--- src/rtl/reset_seq_pkg.sv ---
// Shared types and constants for the reset sequencer: state encoding,
// soft-reset counter sizing, default parameters and a saturating increment.
package reset_seq_pkg;

   typedef enum logic [1:0] {
      ASSERT = 2'd0,
      HOLD   = 2'd1,
      RUN    = 2'd2
   } state_t;

   localparam int                    SOFT_COUNT_W   = 9;
   localparam logic [SOFT_COUNT_W-1:0] SOFT_COUNT_MAX = 9'd511;

   localparam int DEF_SYNC_STAGES = 2;
   localparam int DEF_HOLD_CYCLES = 16;
   localparam int DEF_WDOG_CYCLES = 1024;

   function automatic logic [SOFT_COUNT_W-1:0] sat_inc(input logic [SOFT_COUNT_W-1:0] value);
      if (value == SOFT_COUNT_MAX) begin
         return value;
      end else begin
         return value + 9'd1;
      end
   endfunction

endpackage

--- src/rtl/reset_sequencer_sync.sv ---
// Reset deassertion synchronizer: a chain of flops shifting in a constant 1,
// cleared asynchronously by the raw active-low reset.
module reset_sync
   import reset_seq_pkg::*;
#(
   parameter int SYNC_STAGES = DEF_SYNC_STAGES
)(
   input  logic clock,
   input  logic reset,
   output logic synced
);

   logic [SYNC_STAGES-1:0] chain_r;

   // shift register: asynchronous clear, synchronous fill with ones
   always_ff @(posedge clock or negedge reset) begin
      if (!reset) begin
         chain_r <= '0;
      end else begin
         chain_r <= {chain_r[SYNC_STAGES-2:0], 1'b1};
      end
   end

   assign synced = chain_r[SYNC_STAGES-1];

endmodule

--- src/rtl/reset_sequencer.sv ---
// Reset sequencer top: ASSERT/HOLD/RUN FSM, hold counter, soft-reset counter.
// Optional watchdog compiled in with RESET_SEQ_WDOG_EN.
module reset_sequencer
   import reset_seq_pkg::*;
#(
   parameter int SYNC_STAGES = DEF_SYNC_STAGES,
   parameter int HOLD_CYCLES = DEF_HOLD_CYCLES,
   parameter int WDOG_CYCLES = DEF_WDOG_CYCLES
)(
   input  logic                    clock,
   input  logic                    reset,
   input  logic                    sw_req,
   input  logic                    kick,
   output logic                    rst_n_out,
   output logic                    rst_out,
   output logic                    busy,
   output logic                    done,
   output logic [SOFT_COUNT_W-1:0] soft_count,
   output logic                    wdog_fired
);

   localparam int HOLD_W = (HOLD_CYCLES > 1) ? $clog2(HOLD_CYCLES) : 1;
   localparam logic [HOLD_W-1:0] HOLD_LAST = HOLD_W'(HOLD_CYCLES - 1);

   state_t                  state_r, state_s;
   logic [HOLD_W-1:0]       hold_cnt_r, hold_cnt_s;
   logic [SOFT_COUNT_W-1:0] soft_count_r, soft_count_s;
   logic                    fired_r, fired_s;
   logic                    rst_n_r, rst_r, busy_r, done_r;
   logic                    synced_s;
   logic                    expire_s;

   reset_sync #(
      .SYNC_STAGES(SYNC_STAGES)
   ) u_sync (
      .clock  (clock),
      .reset  (reset),
      .synced (synced_s)
   );

`ifdef RESET_SEQ_WDOG_EN
   localparam int WDOG_W = (WDOG_CYCLES > 1) ? $clog2(WDOG_CYCLES) : 1;
   localparam logic [WDOG_W-1:0] WDOG_LAST = WDOG_W'(WDOG_CYCLES - 1);

   logic [WDOG_W-1:0] wdog_cnt_r, wdog_cnt_s;

   // expiry is only meaningful while running; a kick on the last cycle rescues it
   always_comb begin
      expire_s = (state_r == RUN) && (wdog_cnt_r == WDOG_LAST) && !kick;
   end

   // counter runs only while staying in RUN, so every HOLD entry clears it
   always_comb begin
      wdog_cnt_s = '0;
      if ((state_r == RUN) && (state_s == RUN)) begin
         if (kick) begin
            wdog_cnt_s = '0;
         end else begin
            wdog_cnt_s = wdog_cnt_r + WDOG_W'(1);
         end
      end else begin
         wdog_cnt_s = '0;
      end
   end

   // watchdog counter register
   always_ff @(posedge clock or negedge reset) begin
      if (!reset) begin
         wdog_cnt_r <= '0;
      end else begin
         wdog_cnt_r <= wdog_cnt_s;
      end
   end
`else
   logic unused_wdog_s;

   assign unused_wdog_s = kick | (WDOG_CYCLES < 1);
   assign expire_s      = 1'b0;
`endif

   // next-state, hold counter and soft-reset bookkeeping
   always_comb begin
      state_s      = state_r;
      hold_cnt_s   = hold_cnt_r;
      soft_count_s = soft_count_r;
      fired_s      = fired_r;
      case (state_r)
         ASSERT: begin
            if (synced_s) begin
               state_s    = HOLD;
               hold_cnt_s = '0;
            end else begin
               state_s    = ASSERT;
            end
         end
         HOLD: begin
            if (hold_cnt_r == HOLD_LAST) begin
               state_s    = RUN;
               hold_cnt_s = '0;
            end else begin
               hold_cnt_s = hold_cnt_r + HOLD_W'(1);
            end
         end
         RUN: begin
            if (sw_req || expire_s) begin
               state_s      = HOLD;
               hold_cnt_s   = '0;
               soft_count_s = sat_inc(soft_count_r);
               fired_s      = fired_r | expire_s;
            end else begin
               state_s      = RUN;
            end
         end
         default: begin
            state_s    = ASSERT;
            hold_cnt_s = '0;
         end
      endcase
   end

   // state and outputs are all flops; outputs derive from the next state
   always_ff @(posedge clock or negedge reset) begin
      if (!reset) begin
         state_r      <= ASSERT;
         hold_cnt_r   <= '0;
         soft_count_r <= '0;
         fired_r      <= 1'b0;
         rst_n_r      <= 1'b0;
         rst_r        <= 1'b1;
         busy_r       <= 1'b1;
         done_r       <= 1'b0;
      end else begin
         state_r      <= state_s;
         hold_cnt_r   <= hold_cnt_s;
         soft_count_r <= soft_count_s;
         fired_r      <= fired_s;
         rst_n_r      <= (state_s == RUN);
         rst_r        <= (state_s != RUN);
         busy_r       <= (state_s != RUN);
         done_r       <= (state_s == RUN) && (state_r != RUN);
      end
   end

   assign rst_n_out  = rst_n_r;
   assign rst_out    = rst_r;
   assign busy       = busy_r;
   assign done       = done_r;
   assign soft_count = soft_count_r;
   assign wdog_fired = fired_r;

endmodule
--- config.mk ---
export PLATFORM = sky130hd
export DESIGN_NAME = reset_sequencer
export DESIGN_NICKNAME = d
export VERILOG_FILES = /design/src/rtl/reset_seq_pkg.sv /design/src/rtl/reset_sequencer_sync.sv /design/src/rtl/reset_sequencer.sv
export SDC_FILE = /design/constraint.sdc
export NUM_CORES = 1
export LEC_CHECK = 0
export CAP_MARGIN = 15
export CORE_MARGIN = 2
export CORE_UTILIZATION = 48
export CTS_CLUSTER_SIZE = 16
export DETAILED_ROUTE_END_ITERATION = 8
export PLACE_DENSITY_LB_ADDON = 0.2
export SETUP_SLACK_MARGIN = 0.1
export SYNTH_ARGS = -nofsm -noshare
export SYNTH_HDL_FRONTEND = slang
export SYNTH_SLANG_ARGS = --single-unit
--- constraint.sdc ---
create_clock -name clock -period 2.3 [get_ports clock]
set_clock_uncertainty 0.05 [all_clocks]
set_input_delay 0.575 -clock clock [delete_from_list [all_inputs] [get_ports clock]]
set_output_delay 0.575 -clock clock [all_outputs]
set_load 0.02 [all_outputs]
* Yosys cells after proc, flatten, opt, wreduce, memory -nomap -nowiden
Index checks and enable logic that the tools add are counted.
** Operators by class
- Add/sub/neg operators :: 2
- Equality and inequality tests :: 9
- Multiplexer cells :: 8
- Bitwise gates (word level) :: 1
- Reduce and logical (&&, ||, !) cells :: 4
** Operator list (count)
- $mux 4 :: 3
- $pmux 4 s3 :: 1
- $add 9x1->9 const B :: 1
- $eq 9x9->1 const B :: 1
- $ne 2x2->1 const B :: 3
- $pmux 2 s3 :: 1
- $add 4x1->4 const B :: 1
- $eq 2x2->1 const B :: 2
- $eq 4x4->1 const B :: 1
- $mux 2 :: 2
- $reduce_and 3->1 :: 1
- $eq 2x1->1 const B :: 1
- $logic_not 2->1 :: 1
- $ne 2x1->1 const B :: 1
- $reduce_and 2->1 :: 1
- $logic_and 1x1->1 :: 1
- $mux 1 :: 1
- $not 1->1 :: 1
** Storage, ports and cells
- Register bits after elaboration :: 20
- Input bits :: 4

* Longest topological paths before layout
Gate-level depths: netlist of run 1.
- Word-level depth :: 5
- Mapped depth :: 8
- Gate-level depth less buffers :: 7

* By module
From an unflattened synthesis of run 1, not the netlist that was laid out.
** Unflattened totals
- Cell total of the unflattened synthesis :: 76
- Area, all modules :: 892.1 sq um
** By module, submodules not included
- reset_sequencer :: instances 1, cells an instance 73, area each 838.3 sq um, seq. area each 451.7 sq um
- reset_sync :: instances 1, cells an instance 3, area each 53.8 sq um, seq. area each 50.0 sq um

* Worst setup path before layout of run 1
Ideal clock, no wire load.
- Path kind :: reg2reg
- Start point :: register soft_count_r[0], in the netlist soft_count[0]
- End point :: register soft_count_r[6], in the netlist soft_count[6]
- Setup time :: 0.129 ns
- Arrival :: 1.879 ns
- Required time :: 2.121 ns
- Setup slack :: 0.242 ns
- Stages on the path, launching flop included :: 9
- Buffers on the path :: 1
- Cell sequence :: dfrtp_1 -> ha_1 -> nand3_1 -> nor2_1 -> ha_1 -> and4bb_1 -> buf_6 -> or3b_1 -> xnor2_1
** Between the ends
- Word-level cells in the longest chain between the ends :: 3
- Elaborated cells between the ends (all ways) :: 4
** RTL lines
- start, declared :: RTL line reset_sequencer.sv:27 : logic [SOFT_COUNT_W-1:0] soft_count_r, soft_count_s;
- start signal, assigned :: RTL line reset_sequencer.sv:135 : soft_count_r <= soft_count_s;
- parallel branches: the longest is 3 deep, another holds $add 9x1->9
Parallel ways; which one is timed is not known.
A chain may end at the register's enable or synchronous reset.

* Worst setup path after layout of run 1
Same ends and word-level chain as after synthesis.

==> results of run 1 <==
==> path summary, 6_finish.rpt <==
path                       slack (ns)  cells after the start           endpoint
min in group asynchronous        0.53                      1      hold_cnt_r[3]
hold reg to reg                  0.32                      0  u_sync.chain_r[1]
max in group asynchronous        1.17                      2      soft_count[2]
hold / removal                   0.32                      0  u_sync.chain_r[1]
setup reg to reg                 0.25                      7      soft_count[6]
setup / recovery                 0.25                      7      soft_count[6]
==> final cells by class <==
type	instances	share of cell area (%)
clock buffer	4	2.45
inverter	2	0.700
multi-input combinational	48	31.7
sequential	20	46.8
tap	25	2.92
timing repair buffer	17	15.4
==> flip-flops by register name, summed over array words and instances, names as in the netlist <==
name,cells
rst_n_out,1
u_sync.chain_r,2
busy,1
state_r,2
done,1
hold_cnt_r,4
soft_count,9
==> stage by stage <==
stage	instance area, sq um	utilization (%)
2_1_floorplan	876	-
3_3_place_gp	1050	60.6
3_5_place_dp	1050	60.6
4_1_cts	1070	62.1
5_1_grt	1070	62.1
6_report	1070	62.1
==> cell usage after synthesis (2+ instances only) <==
| master | number | area, sq um |
|---|---|---|
| nand2_1 | 7 | 26.3 |
| mux2i_1 | 2 | 20.0 |
| and3_1 | 2 | 12.5 |
| o21ai_0 | 4 | 20.0 |
| nand3_1 | 4 | 20.0 |
| mux2_2 | 2 | 22.5 |
| ha_1 | 3 | 37.5 |
| buf_4 | 2 | 15.0 |
| xnor2_1 | 6 | 52.6 |
| inv_1 | 2 | 7.51 |
| nand4_1 | 2 | 12.5 |
| a32o_1 | 2 | 20.0 |
| dfrtp_1 | 19 | 475 |
| nand2b_1 | 2 | 12.5 |
| conb_1 | 2 | 7.51 |
==> layer usage <==
metal	share of wire, %	global-route usage (%)
met4	2.7	10.0
met5	0	0
met3	3.2	4.71
met2	46	24.4
met1	48	22.6
==> critical path, stage by stage, from the launching register on <==
cell and delay, ns:
dfrtp_1 0.43, ha_1 0.22, nand3_1 0.12, nor2_1 0.07, ha_1 0.17, and4bb_1 0.37
or3b_1 0.40, xnor2_1 0.14
==> cells by family after synthesis <==
| logic type | count (synthesis) |
|---|---|
| buffers and inverters | 5 |
| XOR/XNOR | 7 |
| multiplexers | 4 |
| AND/OR/NAND/NOR | 23 |
| other | 2 |
| AO/OA/AOI/OAI | 9 |
| flip-flops | 20 |
| adder cells (fa/ha/maj) | 3 |
==> power by group <==
group          internal (uW)  switching (uW)
Combinational            106             102
Clock                   67.6             103
Sequential               409            48.7
Total                    583             254
==> impl_metrics.py, run 1 <==
metrics = {
    "clock_tree": {
        "cts_tree": "yes",
        "clkTransAtPathRegs_ns": 0.11,
        "root_buffer": "clkbuf_4",
        "postCtsResizedCells": 0,
        "clock_path_buffers": 2,
        "htree_levels": 1,
        "hold_buffers": 0,
        "cts.sinks": 20,
        "clk_latency_ns": 0.30,
        "cts_made_buffers": 3,
        "post_cts_buffers": 0,
    },
    "sta": {
        "drv_slew": 0,
        "layout_setup_ws_ns": 0.251,
        "finalSetupTns_ns": 0,
        "fin_crit_ns": 2.05,
        "final-setup-viol-count": 0,
        "fin_crit_sh_pct": 89.1,
        "rsz0062_at_grt": "false",
        "fmax_mhz": 488,
        "whs_ns": 0.320,
        "final_hold_viol_count": 0,
    },
    "global_routing": {
        "grt_pass1_wl_mm": 2.40,
        "grt_start_max_net_pins": 12,
        "gr-total-overflow": 0,
        "grt_pass1_vias": 521,
        "grt_use_total_pct": 16.9,
        "antenna_found_initial": 0,
    },
    "cells_and_area": {
        "layout_common_cells": "dfrtp_1 (19), clkdlybuf4s50_1 (15), nand2_1 (7), xnor2_1 (6)",
        "drive_above_1_share_pct": 9.89,
        "instances_no_fill": 116,
        "synthToLayoutAreaGrowth_pct": 22.4,
        "fill_cells": 161,
        "seq_area_sq_um": 502,
        "multiInputGateArea_sq_um": 340,
        "fin_nets": 99,
        "layout_commonest_cell": "dfrtp_1",
        "antenna_cells": 0,
    },
    "yosys": {
        "synth_edf_count": 0,
        "yosys.area_share.adder_pct": 4.29,
        "synth_top_family_by_area": "simple AND/OR/NAND/NOR gates",
        "synth_cells": 73,
        "ys_warn_count": 0,
        "synthFlopType": "dfrtp_1",
        "synth-xor-area-share_pct": 7.00,
        "async_reset_ff_share_pct": 100,
        "seq_area_frac_synth_pct": 57.3,
        "ys_ff_latch": 20,
        "synth-compound-area-share_pct": 7.29,
        "synth_cell_types": 27,
        "synth_nets": 80,
        "syn_area_per_cell_sq_um": 12.0,
        "synthMuxAreaShare_pct": 4.86,
        "synth_simple_gate_area_share_pct": 14.6,
        "syn_area_sq_um": 876,
    },
    "placement": {
        "dp_slack_ns": 0.158,
        "place.gp.congestion": 0.816,
        "portBuffers": 15,
        "dp_hpwl_mm": 1.07,
        "dpl.cell_count": 112,
    },
    "setup_path": {
        "cp_data_required_time_ns": 2.45,
        "path_max_fanout": 4,
        "start_kind": "flip-flop",
        "end_kind": "flip-flop",
        "crit_arrival_ns": 2.20,
        "reg2reg_from": "soft_count[0]",
        "crit_type": "flip-flop to flip-flop",
        "cp-startpoint": "soft_count[0]",
    },
    "floorplanning": {
        "fp.dieH_um": 46.7,
        "coreArea_sq_mm": 0.00173,
        "initial_utilization_pct": 50.7,
        "row_count": 15,
        "io_pins": 18,
        "die_area_sq_mm": 0.00218,
        "fp.dieW_um": 46.7,
    },
    "power": {
        "power_density_mw_per_mm2": 780,
        "p_total_uw": 836,
        "p_leak_uw": 0.000504,
        "ir_drop_mv": 0.607,
    },
    "detailed_routing": {
        "drt-wirelength-per-cell_um": 12.0,
        "vias": 582,
        "drtAntennaViolNets": 0,
        "drt_wl_total_mm": 1.39,
        "via_per_inst": 5.02,
        "initialDrtViolationCount": 6,
        "drc": 0,
        "firstDrtPassIters": 4,
    },
    "status": {
        "outcome": "completed",
    },
    "hold_path": {
        "min-delay-start": "u_sync.chain_r[0]",
        "min_path_type": "flip-flop to flip-flop",
    },
    "job": {
        "maxCapViolCount": 0,
    },
}
(Power assumes the default switching activity.)
==> inputs of run 2 (changes only) <==
CORE_ASPECT_RATIO = 1.25   (was default)
GPL_ROUTABILITY_DRIVEN = 0   (was default)
==> impl_metrics.py, run 2 (same netlist as run 1, synthesis figures left out) <==
metrics = {
    "power": {
        "swShare_pct": 27.2,
        "ir_drop_mv": 0.661,
        "pwr-share-comb_pct": 22.0,
        "p_total_uw": 950,
        "power_density_mw_per_mm2": 870,
        "switchingPower_uw": 258,
        "intPower_uw": 691,
        "clockPowerShare_pct": 29.7,
        "seqPwrFrac_pct": 48.3,
        "p_leak_uw": 0.000517,
    },
    "clock_tree": {
        "cts_tree": "yes",
        "postCtsResizedCells": 0,
        "htree_levels": 1,
        "clock_path_buffers": 2,
        "cts_made_buffers": 3,
        "post_cts_buffers": 0,
        "cts.sinks": 20,
        "hold_buffers": 0,
        "root_buffer": "clkbuf_4",
        "clk_latency_ns": 0.29,
        "clkTransAtPathRegs_ns": 0.11,
    },
    "status": {
        "outcome": "completed",
    },
    "cells_and_area": {
        "fin_util_pct": 62.6,
        "synthToLayoutAreaGrowth_pct": 24.6,
        "drive_above_1_share_pct": 11.0,
        "layout_common_cells": "dfrtp_1 (19), clkdlybuf4s50_1 (15), nand2_1 (7), xnor2_1 (6)",
        "layout_commonest_cell": "dfrtp_1",
        "fin_nets": 99,
        "antenna_cells": 0,
        "largest_reg_flops": 9,
        "instances_no_fill": 110,
    },
    "setup_path": {
        "cp_data_required_time_ns": 1.67,
        "cp_slowest_cell": "clkdlybuf4s50_1",
        "critPathTopFamily": "buffers and inverters",
        "reg2reg_from": "soft_count[0]",
        "r2r_cells": 7,
        "r2r_slack_ns": 0.29,
        "end_kind": "primary output",
        "cpPeakStageDelay_ns": 0.59,
        "crit_arrival_ns": 1.43,
        "path_buf_inv": 1,
        "path_max_fanout": 2,
        "start_kind": "flip-flop",
        "crit_chain": "clkdlybuf4s50_1",
        "crit_type": "flip-flop to primary output",
        "rr_endpoint": "soft_count[1]",
    },
    "floorplanning": {
        "coreArea_sq_mm": 0.00174,
        "row_count": 17,
        "fp.dieW_um": 42.2,
        "die_area_sq_mm": 0.00218,
        "fp.dieH_um": 51.8,
        "initial_utilization_pct": 50.2,
        "io_pins": 18,
    },
    "detailed_routing": {
        "via_per_inst": 5.00,
        "top_layer": "met4",
        "wl_met1_um": 681,
        "wl_met2_um": 583,
        "vias": 550,
        "firstDrtPassIters": 4,
        "drt-wirelength-per-cell_um": 12.1,
        "wl_met3_um": 47,
        "initialDrtViolationCount": 7,
        "drc": 0,
        "drt_wl_total_mm": 1.33,
        "drtAntennaViolNets": 0,
    },
    "hold_path": {
        "worst_hold_path.endpoint": "u_sync.chain_r[1]",
        "whs_path_depth": 0,
        "min_path_type": "flip-flop to flip-flop",
        "min-delay-start": "u_sync.chain_r[0]",
    },
    "job": {
        "maxCapViolCount": 0,
    },
    "sta": {
        "rsz0062_at_grt": "false",
        "fin_crit_ns": 2.05,
        "drv_slew": 0,
        "fmax_mhz": 487,
        "finalSetupTns_ns": 0,
        "fin_crit_sh_pct": 89.3,
        "final-setup-viol-count": 0,
        "final_hold_viol_count": 0,
    },
    "global_routing": {
        "grt_pass1_wl_mm": 2.35,
        "antenna_found_initial": 0,
        "grt_start_max_net_pins": 13,
        "grt_use_total_pct": 14.4,
        "gr-total-overflow": 0,
        "grt_pass1_vias": 545,
    },
    "placement": {
        "portBuffers": 15,
        "dp_hpwl_mm": 1.03,
        "dpl.cell_count": 106,
    },
}
==> run 2: cell types whose count changed in the layout (fill, tap and decap cells not counted) <==
cell / change
bufinv_16: +1
clkbuf_1: -1
==> run 2: how the worst max path moves through the flow <==
stage                        from             to  slack [ns]  cells past startpoint
finish                       busy           busy        0.25                      1
floorplan           soft_count[0]  soft_count[6]        0.24                      8
detailed placement         sw_req  soft_count[1]        0.24                      4
global placement           sw_req  soft_count[1]        0.26                      4
CTS                          busy           busy        0.24                      1
global route        soft_count[0]  soft_count[1]        0.17                      7
==> run 2: layout make-up <==
class                   count  area (sq um)
well taps                  19          23.8
multi-input cells          48           340
repair buffers             17           165
flip-flops and latches     20           502
clock buffers               3          22.5
inverters                   2          7.51
fillers                   141           653
clock inverters             1          30.0
==> run 2: power groups by stage <==
stage	Combinational (uW)	Clock [uW]	Sequential, uW
3_3_place_gp	200	0	462
6_report	209	282	459
3_5_place_dp	210	0	465
5_1_grt	239	302	466
2_1_floorplan	141	0	466
4_1_cts	212	289	458
==> run 2: metrics by stage <==
| stage | hold slack (ns) | cell area [sq um] | setup WS (ns) |
|---|---|---|---|
| floorplan | 0.229 | 876 | 0.242 |
| global placement | 0.282 | 1040 | 0.264 |
| detailed placement | 0.292 | 1040 | 0.238 |
| CTS | 0.319 | 1090 | 0.235 |
| global route | 0.334 | 1090 | 0.168 |
| finish | 0.315 | 1090 | 0.246 |
==> run 2: routing by layer <==
layer  GRT usage [%]  vias up
li1                -      283
met1            19.3      254
met2            23.3       11
met3            2.08        2
met4            6.25        0
met5               0        -
==> inputs of run 3 (changes only) <==
SYNTH_HIERARCHICAL = 1   (was default)
==> impl_metrics.py, run 3 <==
metrics = {
    "status": {
        "outcome": "completed",
    },
    "setup_path": {
        "crit_arrival_ns": 1.42,
        "cp.depth": 1,
        "cpPeakStageDelay_ns": 0.59,
        "end_kind": "primary output",
        "cp_data_required_time_ns": 1.67,
        "cp_slowest_cell": "clkdlybuf4s50_1",
        "path_buf_inv": 1,
        "start_kind": "flip-flop",
        "critPathTopFamily": "buffers and inverters",
        "r2r_cells": 8,
        "crit_type": "flip-flop to primary output",
        "crit_chain": "clkdlybuf4s50_1",
        "path_max_fanout": 2,
    },
    "power": {
        "p_leak_uw": 0.000505,
        "pwr-share-comb_pct": 27.4,
        "swShare_pct": 30.9,
        "seqPwrFrac_pct": 53.5,
        "power_density_mw_per_mm2": 820,
        "clockPowerShare_pct": 19.1,
        "switchingPower_uw": 276,
        "ir_drop_mv": 0.594,
        "intPower_uw": 616,
    },
    "clock_tree": {
        "hold_buffers": 0,
        "cts.sinks": 20,
        "clkTransAtPathRegs_ns": 0.10,
        "cts_made_buffers": 3,
        "clock_path_buffers": 2,
        "root_buffer": "clkbuf_4",
        "postCtsResizedCells": 0,
        "htree_levels": 1,
        "cts_tree": "yes",
        "post_cts_buffers": 0,
        "clk_latency_ns": 0.30,
    },
    "yosys": {
        "syn_area_sq_um": 892,
        "synth_commonest_cells": "dfrtp_1 (19), nand2_1 (9), xor2_1 (6)",
        "synth_top_cell_area_share_pct": 53.3,
        "synth_top_cell_by_area": "dfrtp_1",
        "synth_cells": 76,
        "syn_area_per_cell_sq_um": 11.7,
        "ys_ff_latch": 20,
        "ys_warn_count": 6,
        "synthFlopType": "dfrtp_1",
        "seq_area_frac_synth_pct": 56.2,
        "synth_area_leaders": "dfrtp_1 (53%), xor2_1 (5.9%), ha_1 (4.2%)",
        "synth_edf_count": 0,
        "yosysMostFrequentCell": "dfrtp_1",
        "async_reset_ff_share_pct": 100,
        "synth_nets": 83,
        "synth_cell_types": 30,
    },
    "cells_and_area": {
        "drive_above_1_share_pct": 11.7,
        "largest_reg_flops": 9,
        "antenna_cells": 0,
        "layout_common_cells": "dfrtp_1 (19), clkdlybuf4s50_1 (15), nand2_1 (9), xor2_1 (6)",
        "layout_commonest_cell": "dfrtp_1",
        "fill_cells": 155,
        "fin_nets": 102,
        "synthToLayoutAreaGrowth_pct": 21.9,
    },
    "global_routing": {
        "grt_pass1_vias": 587,
        "busiest_layer": "met2",
        "use_met3_pct": 3.45,
        "grtUsageMet1_pct": 19.0,
        "grt_start_max_net_pins": 21,
        "met2_usage_pct": 24.9,
        "grt_use_total_pct": 15.7,
        "grt_pass1_wl_mm": 2.52,
        "gr-total-overflow": 0,
        "antenna_found_initial": 0,
    },
    "floorplanning": {
        "io_pins": 18,
        "die_area_sq_mm": 0.00222,
        "coreArea_sq_mm": 0.00177,
        "fp.dieW_um": 42.6,
        "initial_utilization_pct": 50.5,
        "fp.dieH_um": 52.2,
        "row_count": 17,
    },
    "detailed_routing": {
        "drtAntennaViolNets": 0,
        "drt_wl_total_mm": 1.40,
        "drt-wirelength-per-cell_um": 12.4,
        "firstDrtPassIters": 2,
        "via_per_inst": 5.31,
        "vias": 600,
        "drc": 0,
        "initialDrtViolationCount": 4,
    },
    "placement": {
        "dp_hpwl_mm": 1.00,
        "portBuffers": 15,
        "dp_slack_ns": 0.353,
    },
    "sta": {
        "finalSetupTns_ns": 0,
        "layout_setup_ws_ns": 0.251,
        "fin_crit_sh_pct": 89.1,
        "fmax_mhz": 488,
        "final_hold_viol_count": 0,
        "rsz0062_at_grt": "false",
        "drv_slew": 0,
        "fin_crit_ns": 2.05,
        "final-setup-viol-count": 0,
        "whs_ns": 0.310,
    },
    "job": {
        "maxCapViolCount": 0,
    },
    "hold_path": {
        "min_path_type": "flip-flop to flip-flop",
        "whs_path_depth": 0,
    },
}
==> run 3: worst paths after layout <==
check                                       start                 to  slack [ns]
worst max-delay path                         busy               busy        0.25
worst min-delay path            u_sync/chain_r[0]  u_sync/chain_r[1]        0.31
worst max register to register      soft_count[0]      soft_count[5]        0.41
worst min register to register  u_sync/chain_r[0]  u_sync/chain_r[1]        0.31
max in group asynchronous                   reset               busy        1.38
min in group asynchronous                   reset      hold_cnt_r[2]        0.55
==> run 3: power groups by stage <==
stage	Combinational, uW	Sequential, uW	Clock [uW]
CTS	247	477	174
global route	272	486	194
floorplan	152	494	0
finish	245	477	171
global placement	238	482	0
detailed placement	245	484	0
==> run 3: cells by family (layout without fill, tap and decap cells) <==
group                    Yosys count  after routing  synth area share, %
flip-flops                        20             20                 56.2
adder cells (fa/ha/maj)            3              3                 4.21
multiplexers                       2              2                 2.38
AND/OR/NAND/NOR                   29             29                 19.2
other                              2              2                0.842
buffers and inverters              4             22                 2.66
XOR/XNOR                           8              8                 7.85
AO/OA/AOI/OAI                      8              8                 6.59
==> run 3: final cells by class <==
cell class | instances | area [sq um] | share of cell area, %
repair buffers | 17 | 165 | 15.2
well taps | 19 | 23.8 | 2.19
flip-flops and latches | 20 | 502 | 46.1
clock buffers | 4 | 26.3 | 2.42
multi-input cells | 52 | 367 | 33.7
inverters | 1 | 3.75 | 0.345
==> run 3: per-stage QoR <==
stage	power, uW	util (%)	cell area (sq um)	cells
after CTS	899	61.6	1090	113
after floorplan	646	-	892	76
after detailed placement	729	60.1	1060	109
after global placement	720	60.1	1060	109
after global routing	951	61.6	1090	113
final	892	61.6	1090	113
==> run 3: layer usage <==
layer | vias to the layer above | routed length (um)
li1 | 296 | -
met1 | 289 | 627
met2 | 11 | 691
met3 | 4 | 43
met4 | 0 | 39
met5 | - | 0
